**config.mk**
```make
export PLATFORM = sky130hd
export DESIGN_NAME = read_ptr_empty
export DESIGN_NICKNAME = d
export VERILOG_FILES = /design/src/rtl/read_ptr_empty_pkg.sv /design/src/rtl/gray2binary.sv /design/src/rtl/read_ptr_empty.sv
export SDC_FILE = /design/constraint.sdc
export NUM_CORES = 1
export LEC_CHECK = 0
export BUFFER_PORTS_ARGS = -buffer_cell sky130_fd_sc_hd__buf_2
export CELL_PAD_IN_SITES_DETAIL_PLACEMENT = 2
export CELL_PAD_IN_SITES_GLOBAL_PLACEMENT = 2
export CORE_MARGIN = 2
export CORE_UTILIZATION = 30
export DETAILED_ROUTE_END_ITERATION = 6
export PLACE_DENSITY = 0.73
export SYNTH_ARGS = -nofsm -noshare
export SYNTH_HDL_FRONTEND = slang
export SYNTH_SLANG_ARGS = --single-unit
```
**constraint.sdc**
```tcl
create_clock -name r_clk -period 2.3 [get_ports r_clk]
set_input_delay 0.345 -clock r_clk [delete_from_list [all_inputs] [get_ports r_clk]]
set_output_delay 0.345 -clock r_clk [all_outputs]
set_load 0.01 [all_outputs]
```
**src/rtl/read_ptr_empty_pkg.sv**
```systemverilog
// Shared FIFO constants used by the read- and write-side pointer logic.
package read_ptr_empty_pkg;

  localparam int unsigned PTR_BITS      = 4;
  localparam int unsigned FIFO_DEPTH    = 1 << (PTR_BITS - 1);
  localparam int unsigned AE_THRESH_DEF = 2;

endpackage

```
**src/rtl/gray2binary.sv**
```systemverilog
// Combinational Gray-to-binary converter.
module gray2binary #(
  parameter int unsigned W = 4
) (
  input  logic [W-1:0] gray,
  output logic [W-1:0] bin_c
);

  // Each binary bit is the XOR of all Gray bits at or above it.
  always_comb begin
    bin_c = '0;
    for (int i = 0; i < int'(W); i++) begin
      bin_c[i] = ^(gray >> i);
    end
  end

endmodule

```
**src/rtl/read_ptr_empty.sv**
```systemverilog
// FIFO read-side pointer, empty/almost-empty flags, fill level and underflow.
module read_ptr_empty
  import read_ptr_empty_pkg::*;
#(
  parameter int unsigned NUM_BITS  = PTR_BITS,
  parameter int unsigned AE_THRESH = AE_THRESH_DEF
) (
  input  logic                r_clk,
  input  logic                r_rst,
  input  logic                r_en,
  input  logic [NUM_BITS-1:0] wr_ptr_gray,
  input  logic                underflow_clr,
  output logic [NUM_BITS-1:0] r_ptr_gray,
  output logic [NUM_BITS-1:0] r_ptr_bin,
  output logic [NUM_BITS-2:0] r_addr,
  output logic                empty,
  output logic                almost_empty,
  output logic [NUM_BITS-1:0] rd_count,
  output logic                underflow
);

  localparam logic [NUM_BITS-1:0] AE_LIMIT = NUM_BITS'(AE_THRESH);

  logic [NUM_BITS-1:0] wq1;
  logic [NUM_BITS-1:0] wq2;
  logic [NUM_BITS-1:0] wbin_sync;
  logic                rd_inc;
  logic [NUM_BITS-1:0] r_ptr_bin_nxt;
  logic [NUM_BITS-1:0] r_ptr_gray_nxt;
  logic [NUM_BITS-1:0] count_nxt;

  // Two-flop synchronizer for the write pointer.
  always_ff @(posedge r_clk or negedge r_rst) begin
    if (!r_rst) begin
      wq1 <= '0;
      wq2 <= '0;
    end else begin
      wq1 <= wr_ptr_gray;
      wq2 <= wq1;
    end
  end

  gray2binary #(.W(NUM_BITS)) u_gray2binary (
    .gray  (wq2),
    .bin_c (wbin_sync)
  );

  // Next pointer and flags are computed from the post-read pointer so a read
  // that drains the last entry raises empty on the same edge.
  always_comb begin
    rd_inc         = r_en & ~empty;
    r_ptr_bin_nxt  = r_ptr_bin + NUM_BITS'(rd_inc);
    r_ptr_gray_nxt = r_ptr_bin_nxt ^ (r_ptr_bin_nxt >> 1);
    count_nxt      = wbin_sync - r_ptr_bin_nxt;
  end

  always_ff @(posedge r_clk or negedge r_rst) begin
    if (!r_rst) begin
      r_ptr_bin    <= '0;
      r_ptr_gray   <= '0;
      empty        <= 1'b1;
      almost_empty <= 1'b1;
      rd_count     <= '0;
    end else begin
      r_ptr_bin    <= r_ptr_bin_nxt;
      r_ptr_gray   <= r_ptr_gray_nxt;
      empty        <= (r_ptr_gray_nxt == wq2);
      almost_empty <= (count_nxt <= AE_LIMIT);
      rd_count     <= count_nxt;
    end
  end

  // Sticky underflow; a new underflow outranks a clear on the same edge.
  always_ff @(posedge r_clk or negedge r_rst) begin
    if (!r_rst) begin
      underflow <= 1'b0;
    end else if (r_en && empty) begin
      underflow <= 1'b1;
    end else if (underflow_clr) begin
      underflow <= 1'b0;
    end
  end

  assign r_addr = r_ptr_bin[NUM_BITS-2:0];

endmodule

```
==> results.py, run 1 <==
metrics = {
    "power": {
        "cellPowerDensity_nw_per_um2": 1620,
        "power.total_mw": 2.14,
        "p_int_mw": 1.29,
        "p_comb_share_pct": 61.7,
        "ir_drop_uv": 422,
        "netSwitchingFraction_pct": 39.7,
        "p_clk_share_pct": 9.9,
        "p_switching_mw": 0.848,
        "pwr-share-seq_pct": 28.4,
        "power.leakage_nw": 0.599,
    },
    "clock_tree": {
        "h-tree-depth": 1,
        "clk_latency_ns": 0.30,
        "cts_tree": "built",
        "root_buffer": "clkbuf_4",
        "clock_path_buffers": 2,
        "numCtsBuffers": 3,
        "clock_sinks": 22,
        "clk_pin_slew_worst_paths_ns": 0.12,
    },
    "worst_setup_path": {
        "crit_start": "empty",
        "crit_type": "reg -> reg",
        "crit_required_ns": 2.50,
        "startpoint_type": "flop",
        "cp_max_fo": 3,
        "cp.arrival_ns": 2.48,
        "r2r-start": "empty",
        "cp-end-kind": "flop",
        "rrSetupSlack_ns": 0.02,
    },
    "synthesis": {
        "syn-num-nets": 86,
        "synth_area_per_cell_sq_um": 13.4,
        "synth_area_leaders": "dfrtp_1 (51%), xnor2_1 (8.0%), ha_1 (6.4%)",
        "netlist_instances": 73,
        "synth_seq_area_share_pct": 56.4,
        "ys_ff_latch": 22,
        "netlist.area_leader.share_pct": 51.1,
        "ys_warn_count": 0,
        "synth_area_sq_um": 980,
        "synth_cell_types": 26,
        "yosysTopAreaCell": "dfrtp_1",
    },
    "worst_hold_path": {
        "min_from": "wr_ptr_gray[2]",
        "min_path_type": "in -> reg",
    },
    "routing": {
        "drt_iter0_drc": 9,
        "first_pass_iters": 4,
        "vias": 660,
        "vias_per_cell": 4.40,
        "wl_per_cell_um": 14.1,
        "postRouteAntennaNets": 0,
        "wirelength_um": 2120,
        "drc": 0,
    },
    "timing": {
        "whs_ns": 0.135,
        "finalHoldViolCount": 0,
        "drv_slew": 0,
        "period_needed_ns": 2.28,
        "fmax_mhz": 439,
        "fin_skew_ns": 0.00672,
        "final-setup-viol-count": 0,
        "rsz0062_at_grt": "true",
        "maxSlewHeadroom_pct": 62.3,
        "fin_tns_setup_ns": 0,
        "finalCritPeriodShare_pct": 99.0,
        "worstMarginPinSlew_ns": 0.561,
        "worst_slack_ns": 0.0227,
    },
    "die": {
        "die_y_um": 61.1,
        "dieArea_sq_um": 3740,
        "initial_utilization_pct": 31.8,
        "core.rowCount": 20,
        "pin_count": 26,
        "die_w_um": 61.1,
        "core_area_sq_um": 3080,
    },
    "grt": {
        "grt_overflow_total": 0,
        "antenna_found_initial": 0,
        "grt_pass1_wl_um": 3420,
        "grt_max_degree": 23,
        "grt_pass1_vias": 702,
        "grt_usage_pct": 12.8,
    },
    "layout": {
        "syn_to_final_growth_pct": 35.0,
        "drive_gt1_share_pct": 51.9,
        "diodes": 0,
        "nNetsFinal": 120,
        "finalInstanceArea_sq_um": 1320,
        "multi_input_area_sq_um": 453,
        "nFillCells": 314,
        "seqCellArea_sq_um": 553,
    },
    "place": {
        "port_buffers": 25,
        "hpwl_um": 1460,
        "routabilityCongestion": 0.755,
        "place_area_sq_um": 1180,
        "dp_slack_ns": -0.0663,
    },
    "run": {
        "maxCapViolCount": 0,
    },
    "outcome": {
        "outcome": "completed",
    },
}
[worst max-delay path, cell delays in order (launching register included)]
cell and delay (ns):
dfstp_2 0.56, nor2b_2 0.04, ha_2 0.19, ha_4 0.18, xnor2_4 0.14, ha_4 0.29
buf_6 0.10, nand4b_1 0.18, and4_4 0.27, or2_4 0.22
[registers in the layout (all words and copies together) (netlist names)]
name          count
r_ptr_bin         4
rd_count          4
wq1               4
wq2               4
r_ptr_gray        3
almost_empty      1
empty             1
underflow         1
[metrics by stage]
step                      util [%]  cells
after detailed placement      38.2    139
after global routing          43.0    150
final                         43.0    150
after floorplan                  -     73
after global placement        38.2    139
after CTS                     42.0    149
[cells in the mapped netlist]
cell,count
dfrtp_1,20
xnor2_1,9
xor2_1,6
ha_1,5
inv_1,5
buf_4,4
dfstp_2,2
nand2_1,2
nand3_1,2
o21ai_0,2
a2111oi_2,1
a211o_1,1
a211oi_1,1
a21boi_0,1
a21oi_2,1
a31oi_1,1
and4_2,1
buf_6,1
clkbuf_2,1
nand4b_1,1
nor2b_1,1
nor3b_1,1
or2_2,1
or3_1,1
xnor2_2,1
xor3_2,1
[power by group through the flow]
stage / Sequential (mW) / Combinational [mW] / Clock [mW]
6_report: 0.608 / 1.32 / 0.211
4_1_cts: 0.609 / 1.25 / 0.226
3_5_place_dp: 0.619 / 1.09 / 0
5_1_grt: 0.624 / 1.46 / 0.247
2_1_floorplan: 0.676 / 0.754 / 0
3_3_place_gp: 0.612 / 1.05 / 0
[metal layers]
layer / vias to the layer above / wire length [um] / global-route usage (%)
li1: 302 / - / -
met1: 337 / 886 / 16.0
met2: 17 / 1120 / 21.6
met3: 4 / 82 / 1.89
met4: 0 / 30 / 6.52
met5: - / 0 / 0
[cell families after synthesis]
| group | after synthesis | share of synthesized area [%] |
|---|---|---|
| DFF | 22 | 56.4 |
| xor gates and xnor gates | 17 | 17.6 |
| buffers and inverters | 11 | 6.64 |
| and+or+nand+nor | 10 | 6.39 |
| AOI/OAI and AO/OA | 8 | 6.51 |
| adders and majority gates | 5 | 6.39 |
[final timing paths]
| kind | endpoint | cells after the start |
|---|---|---|
| worst max-delay path | rd_count[3] | 9 |
| max in group asynchronous | almost_empty | 2 |
| min in group asynchronous | r_ptr_bin[2] | 2 |
| worst min register to register | wq2[3] | 0 |
| worst max register to register | rd_count[3] | 9 |
| worst min-delay path | wq1[2] | 1 |
[cell usage in the layout (no fill, tap or decap)]
cell type	Yosys	layout
a211oi_1	1	1
nand4b_1	1	1
inv_1	5	5
buf_2	0	25
xnor2_4	0	1
ha_4	0	2
buf_4	4	8
a31oi_4	0	1
xor2_1	6	6
xnor2_2	1	1
nand2_1	2	2
or2_4	0	1
xnor2_1	9	8
dlygate4sd3_1	0	1
dfrtp_1	20	20
nand3_1	2	2
o21ai_2	0	1
ha_1	5	1
or3_1	1	1
nor3b_2	0	1
clkbuf_4	0	3
buf_6	1	1
and4_4	0	1
dfstp_2	2	2
xor3_2	1	1
nor2b_2	0	1
clkbuf_8	0	1
a211o_1	1	1
ha_2	0	2
a21boi_0	1	1
o21ai_0	2	1
a21oi_2	1	1
a2111oi_4	0	1
[timing repair]
| item | CTS | global route |
|---|---|---|
| gates resized for setup | 7 | 4 |
| pin swaps | 8 | 8 |
| endpoints found under the hold margin | 20 | 0 |
| hold buffers | 1 | 0 |
| buffers inserted | 5 | 1 |
| setup endpoints to repair | 2 | 2 |
[layout make-up]
class / instances / share of cell area (%)
inverter: 5 / 1.42
tap: 44 / 4.16
timing repair buffer: 35 / 15.6
sequential: 22 / 41.8
clock buffer: 4 / 2.74
multi-input combinational: 40 / 34.2
(Power assumes the default switching activity.)
==> inputs of run 2 (changes only) <==
--- a/config.mk
+++ b/config.mk
@@ -9,9 +9,10 @@
 export CELL_PAD_IN_SITES_DETAIL_PLACEMENT = 2
 export CELL_PAD_IN_SITES_GLOBAL_PLACEMENT = 2
 export CORE_MARGIN = 2
-export CORE_UTILIZATION = 30
+export CORE_UTILIZATION = 36
 export DETAILED_ROUTE_END_ITERATION = 6
-export PLACE_DENSITY = 0.73
+export PLACE_DENSITY = 0.81
 export SYNTH_ARGS = -nofsm -noshare
 export SYNTH_HDL_FRONTEND = slang
+export SYNTH_HIERARCHICAL = 1
 export SYNTH_SLANG_ARGS = --single-unit
==> constraint.sdc (replaced) <==
create_clock -name r_clk -period 2.8 [get_ports r_clk]
set_input_delay 0.42 -clock r_clk [delete_from_list [all_inputs] [get_ports r_clk]]
set_output_delay 0.42 -clock r_clk [all_outputs]
set_load 0.01 [all_outputs]
==> results.py, run 2 <==
metrics = {
    "outcome": {
        "outcome": "completed",
    },
    "clock_tree": {
        "clock_path_buffers": 2,
        "cts.hold.buffers_added": 0,
        "clk_latency_ns": 0.30,
        "h-tree-depth": 1,
        "cts_tree": "built",
        "post_cts_buffers": 0,
        "clk_pin_slew_worst_paths_ns": 0.11,
        "clock_sinks": 22,
        "cts-resized-gates": 0,
        "root_buffer": "clkbuf_4",
        "numCtsBuffers": 3,
    },
    "routing": {
        "wirelength_um": 1910,
        "first_pass_iters": 4,
        "drt_iter0_drc": 2,
        "vias_per_cell": 4.62,
        "vias": 564,
        "wl_per_cell_um": 15.7,
        "postRouteAntennaNets": 0,
        "drc": 0,
    },
    "worst_setup_path": {
        "crit_type": "reg -> reg",
        "rr_worst_depth": 8,
        "cp-end-kind": "flop",
        "crit_chain": "nor2b_1 > ha_1 > ha_1 > inv_1 > fa_1 > xnor2_1 > xnor2_1 > a2111oi_2",
        "rrSetupSlack_ns": 0.21,
        "cp.arrival_ns": 2.79,
        "reg2reg_to": "almost_empty",
        "startpoint_type": "flop",
        "cp_max_fo": 4,
        "crit_start": "empty",
        "r2r-start": "empty",
        "slowest_delay_ns": 0.56,
        "crit_required_ns": 3.00,
        "slowest_stage": "dfstp_2",
        "critical_path.endpoint": "almost_empty",
    },
    "synthesis": {
        "ys_ff_latch": 22,
        "syn-num-nets": 81,
        "netlist.area_leader.share_pct": 52.1,
        "synth_cell_types": 21,
        "yosysTopAreaCell": "dfrtp_1",
        "synth_area_leaders": "dfrtp_1 (52%), xnor2_1 (6.4%), xor2_1 (6.4%)",
        "ys.flop_type": "dfrtp_1",
        "synth_area_per_cell_sq_um": 14.1,
        "synth_seq_area_share_pct": 57.6,
        "async_flop_share_pct": 100,
        "ys_warn_count": 6,
        "synth_edf_count": 0,
        "netlist_instances": 68,
        "netlist_top_cells_count": "dfrtp_1 (20), xnor2_1 (7), xor2_1 (7)",
        "post-synth-top-count-cell": "dfrtp_1",
        "synth_area_sq_um": 961,
    },
    "grt": {
        "grt_max_degree": 23,
        "grt_pass1_wl_um": 3180,
        "antenna_found_initial": 0,
        "grt_pass1_vias": 643,
        "grt_overflow_total": 0,
        "grt_usage_pct": 14.1,
    },
    "run": {
        "maxCapViolCount": 0,
    },
    "timing": {
        "fin_tns_setup_ns": 0,
        "final-setup-viol-count": 0,
        "finalHoldViolCount": 0,
        "fin_skew_ns": 0.000589,
        "fmax_mhz": 386,
        "finalCritPeriodShare_pct": 92.6,
        "rsz0062_at_grt": "false",
        "worstMarginPinSlew_ns": 0.462,
        "period_needed_ns": 2.59,
        "maxSlewHeadroom_pct": 69.2,
        "drv_slew": 0,
    },
    "die": {
        "pin_count": 26,
        "dieArea_sq_um": 3100,
        "die_y_um": 55.7,
        "core.rowCount": 18,
        "initial_utilization_pct": 38.4,
        "core_area_sq_um": 2500,
        "die_w_um": 55.7,
    },
    "layout": {
        "syn_to_final_growth_pct": 16.8,
        "drive_gt1_share_pct": 40.2,
        "layout_common_cells": "buf_2 (25), dfrtp_1 (20), xor2_1 (7), xnor2_1 (7), inv_1 (6)",
        "diodes": 0,
        "finalInstanceArea_sq_um": 1120,
        "nNetsFinal": 106,
        "utilization_pct": 44.9,
        "nFillCells": 260,
        "final_common_cell": "buf_2",
    },
    "place": {
        "routabilityCongestion": 0.679,
        "port_buffers": 25,
        "place_area_sq_um": 1090,
        "hpwl_um": 1520,
    },
    "power": {
        "ir_drop_uv": 456,
        "power.total_mw": 1.46,
        "cellPowerDensity_nw_per_um2": 1300,
        "power.leakage_nw": 0.546,
    },
    "worst_hold_path": {
        "min_path_type": "in -> async",
    },
}
[run 2: cell types whose count changed after synthesis, sizes merged, moves of 2 or more]
cell | previous run | this run
nand3 | 2 | 0
xnor2 | 10 | 8
xor2 | 6 | 8
and3 | 0 | 2
[run 2: cell families after synthesis]
logic type | synth area share, %
buffers and inverters | 6.25
DFF | 57.6
xor gates and xnor gates | 18.5
and+or+nand+nor | 6.38
AOI/OAI and AO/OA | 4.04
adders and majority gates | 7.29
[run 2: worst min-delay path by stage]
stage                start           end  slack [ns]  cells past startpoint
floorplan            r_rst  r_ptr_bin[0]        0.12                      0
global placement    wq1[2]        wq2[2]        0.33                      0
detailed placement  wq1[2]        wq2[2]        0.34                      0
CTS                  r_rst        wq1[2]        0.06                      1
global route         r_rst        wq1[2]        0.06                      1
finish               r_rst        wq1[2]        0.05                      1
[run 2: final cells by class]
class / instances / area, sq um / area share (%)
Multi-Input combinational cell: 35 / 348 / 31.0
Inverter: 6 / 22.5 / 2.01
Tap cell: 30 / 37.5 / 3.34
Sequential cell: 22 / 553 / 49.3
Clock buffer: 4 / 36.3 / 3.23
Timing Repair Buffer: 25 / 125 / 11.1
[run 2: layer usage]
metal / part of all wire [%] / track usage (%) / vias to the layer above
met5: 0 / 0 / -
met4: 2.0 / 7.32 / 0
met3: 4.3 / 2.09 / 4
met2: 57 / 26.9 / 19
met1: 37 / 14.8 / 282
li1: - / - / 259
[run 2: power breakdown]
group / leakage [nW] / switching (mW) / internal [mW]
sequential: 0.257 / 0.0623 / 0.431
combinational: 0.268 / 0.448 / 0.345
clock: 0.0210 / 0.0919 / 0.0794
total: 0.546 / 0.603 / 0.855
[run 2: through the flow]
stage	hold slack (ns)	cells	worst slack [ns]
2_1_floorplan	0.124	68	0.476
5_1_grt	0.0619	122	0.0554
3_3_place_gp	0.333	118	0.347
3_5_place_dp	0.337	118	0.116
4_1_cts	0.0605	122	0.156
6_report	0.0485	122	0.209
[run 2: worst max-delay path: cells and delay by family (launching register included)]
family | cells | cell delay (ns)
flip-flops | 1 | 0.56
XOR/XNOR | 2 | 0.35
buffers and inverters | 1 | 0.10
adder cells (fa/ha/maj) | 3 | 1.02
AND/OR/NAND/NOR | 1 | 0.05
AO/OA/AOI/OAI | 1 | 0.40
==> inputs of run 3 (changes only) <==
==> constraint.sdc (replaced) <==
create_clock -name r_clk -period 2.8 [get_ports r_clk]
set_input_delay 0.56 -clock r_clk [delete_from_list [all_inputs] [get_ports r_clk]]
set_output_delay 0.56 -clock r_clk [all_outputs]
set_load 0.01 [all_outputs]
==> results.py, run 3 (synthesis gave the netlist of run 2 again) <==
metrics = {
    "timing": {
        "worstMarginPinSlew_ns": 0.476,
        "rsz0062_at_grt": "false",
        "period_needed_ns": 2.57,
        "finalHoldViolCount": 0,
        "maxSlewHeadroom_pct": 68.3,
        "final-setup-viol-count": 0,
        "finalCritPeriodShare_pct": 91.8,
        "fmax_mhz": 389,
        "drv_slew": 0,
        "fin_skew_ns": 0.00605,
        "fin_tns_setup_ns": 0,
    },
    "clock_tree": {
        "root_buffer": "clkbuf_4",
        "cts-resized-gates": 0,
        "clock_path_buffers": 2,
        "clock_sinks": 22,
        "clk_pin_slew_worst_paths_ns": 0.12,
        "cts.hold.buffers_added": 0,
        "h-tree-depth": 1,
        "post_cts_buffers": 0,
        "numCtsBuffers": 3,
        "clk_latency_ns": 0.31,
        "cts_tree": "built",
    },
    "worst_setup_path": {
        "startpoint_type": "flop",
        "reg2reg_to": "almost_empty",
        "cp-end-kind": "flop",
        "cp.arrival_ns": 2.78,
        "r2r-start": "empty",
        "rr_worst_depth": 8,
        "crit_type": "reg -> reg",
        "cp_max_fo": 4,
        "rrSetupSlack_ns": 0.23,
        "crit_required_ns": 3.01,
    },
    "die": {
        "die_y_um": 55.7,
        "die_w_um": 55.7,
        "initial_utilization_pct": 38.4,
        "core.rowCount": 18,
        "dieArea_sq_um": 3100,
        "core_area_sq_um": 2500,
        "pin_count": 26,
    },
    "worst_hold_path": {
        "min_path_type": "in -> async",
    },
    "routing": {
        "vias_per_cell": 4.68,
        "vias": 571,
        "wirelength_um": 1910,
        "drt_iter0_drc": 8,
        "postRouteAntennaNets": 0,
        "drc": 0,
        "wl_per_cell_um": 15.6,
        "first_pass_iters": 3,
    },
    "place": {
        "port_buffers": 25,
        "hpwl_um": 1530,
        "routabilityCongestion": 0.674,
    },
    "layout": {
        "layout_common_cells": "buf_2 (25), dfrtp_1 (20), xor2_1 (7), xnor2_1 (7), inv_1 (6)",
        "syn_to_final_growth_pct": 16.8,
        "nNetsFinal": 106,
        "utilization_pct": 44.9,
        "final_common_cell": "buf_2",
        "diodes": 0,
        "drive_gt1_share_pct": 40.2,
    },
    "power": {
        "cellPowerDensity_nw_per_um2": 1290,
        "power.leakage_nw": 0.546,
        "p_switching_mw": 0.594,
        "p_int_mw": 0.852,
        "netSwitchingFraction_pct": 41.1,
        "pwr-share-seq_pct": 34.2,
        "p_clk_share_pct": 12.2,
        "ir_drop_uv": 484,
        "p_comb_share_pct": 53.6,
    },
    "grt": {
        "grt_pass1_vias": 669,
        "grt.met1_usage_pct": 14.8,
        "grt_max_degree": 23,
        "antenna_found_initial": 0,
        "grt.busiest_layer": "met2",
        "grt_overflow_total": 0,
        "grt_usage_pct": 13.4,
        "met3_usage_pct": 3.02,
        "grt_pass1_wl_um": 3150,
        "grtUsageMet2_pct": 24.8,
    },
    "outcome": {
        "outcome": "completed",
    },
    "run": {
        "maxCapViolCount": 0,
    },
}
-- run 3: cell counts in the layout (fill, tap and decap cells not counted) --
No cell type changed its count.
-- run 3: stage by stage --
| stage | instance area, sq um | cells | power [mW] | setup slack (ns) | hold WS (ns) |
|---|---|---|---|---|---|
| 2_1_floorplan | 961 | 68 | 1.06 | 0.397 | 0.264 |
| 3_3_place_gp | 1090 | 118 | 1.23 | 0.217 | 0.332 |
| 3_5_place_dp | 1090 | 118 | 1.28 | 0.0500 | 0.346 |
| 4_1_cts | 1120 | 122 | 1.48 | 0.224 | 0.197 |
| 5_1_grt | 1120 | 122 | 1.56 | 0.118 | 0.205 |
| 6_report | 1120 | 122 | 1.45 | 0.231 | 0.184 |
-- run 3: worst max-delay path by stage --
| stage | from | to | slack [ns] | cells past startpoint |
|---|---|---|---|---|
| global placement | r_en | almost_empty | 0.22 | 9 |
| detailed placement | r_en | almost_empty | 0.05 | 9 |
| global route | empty | almost_empty | 0.12 | 8 |
| finish | empty | almost_empty | 0.23 | 8 |
| CTS | empty | almost_empty | 0.22 | 8 |
| floorplan | r_en | almost_empty | 0.40 | 8 |
-- run 3: routing by layer --
metal | vias up | wire [um]
li1 | 260 | -
met3 | 4 | 88
met2 | 17 | 1030
met5 | - | 0
met4 | 0 | 25
met1 | 290 | 765
-- run 3: worst max-delay path: stages, from the launching register on --
cell and delay [ns]:
dfstp_2 0.56, nor2b_1 0.05, ha_1 0.22, ha_1 0.37, inv_1 0.10, fa_1 0.41, xnor2_1 0.26, xnor2_1 0.14
a2111oi_2 0.35
-- run 3: cell type report --
type / instances / area, sq um
tap: 30 / 37.5
inverter: 6 / 22.5
multi-input combinational: 35 / 348
clock buffer: 4 / 36.3
sequential: 22 / 553
timing repair buffer: 25 / 125
fill: 258 / 1380
-- run 3: power by group through the flow --
stage	sequential (mW)	combinational [mW]	clock, mW
floorplan	0.541	0.520	0
global placement	0.493	0.738	0
detailed placement	0.505	0.777	0
CTS	0.498	0.794	0.185
global route	0.511	0.858	0.195
finish	0.495	0.775	0.176
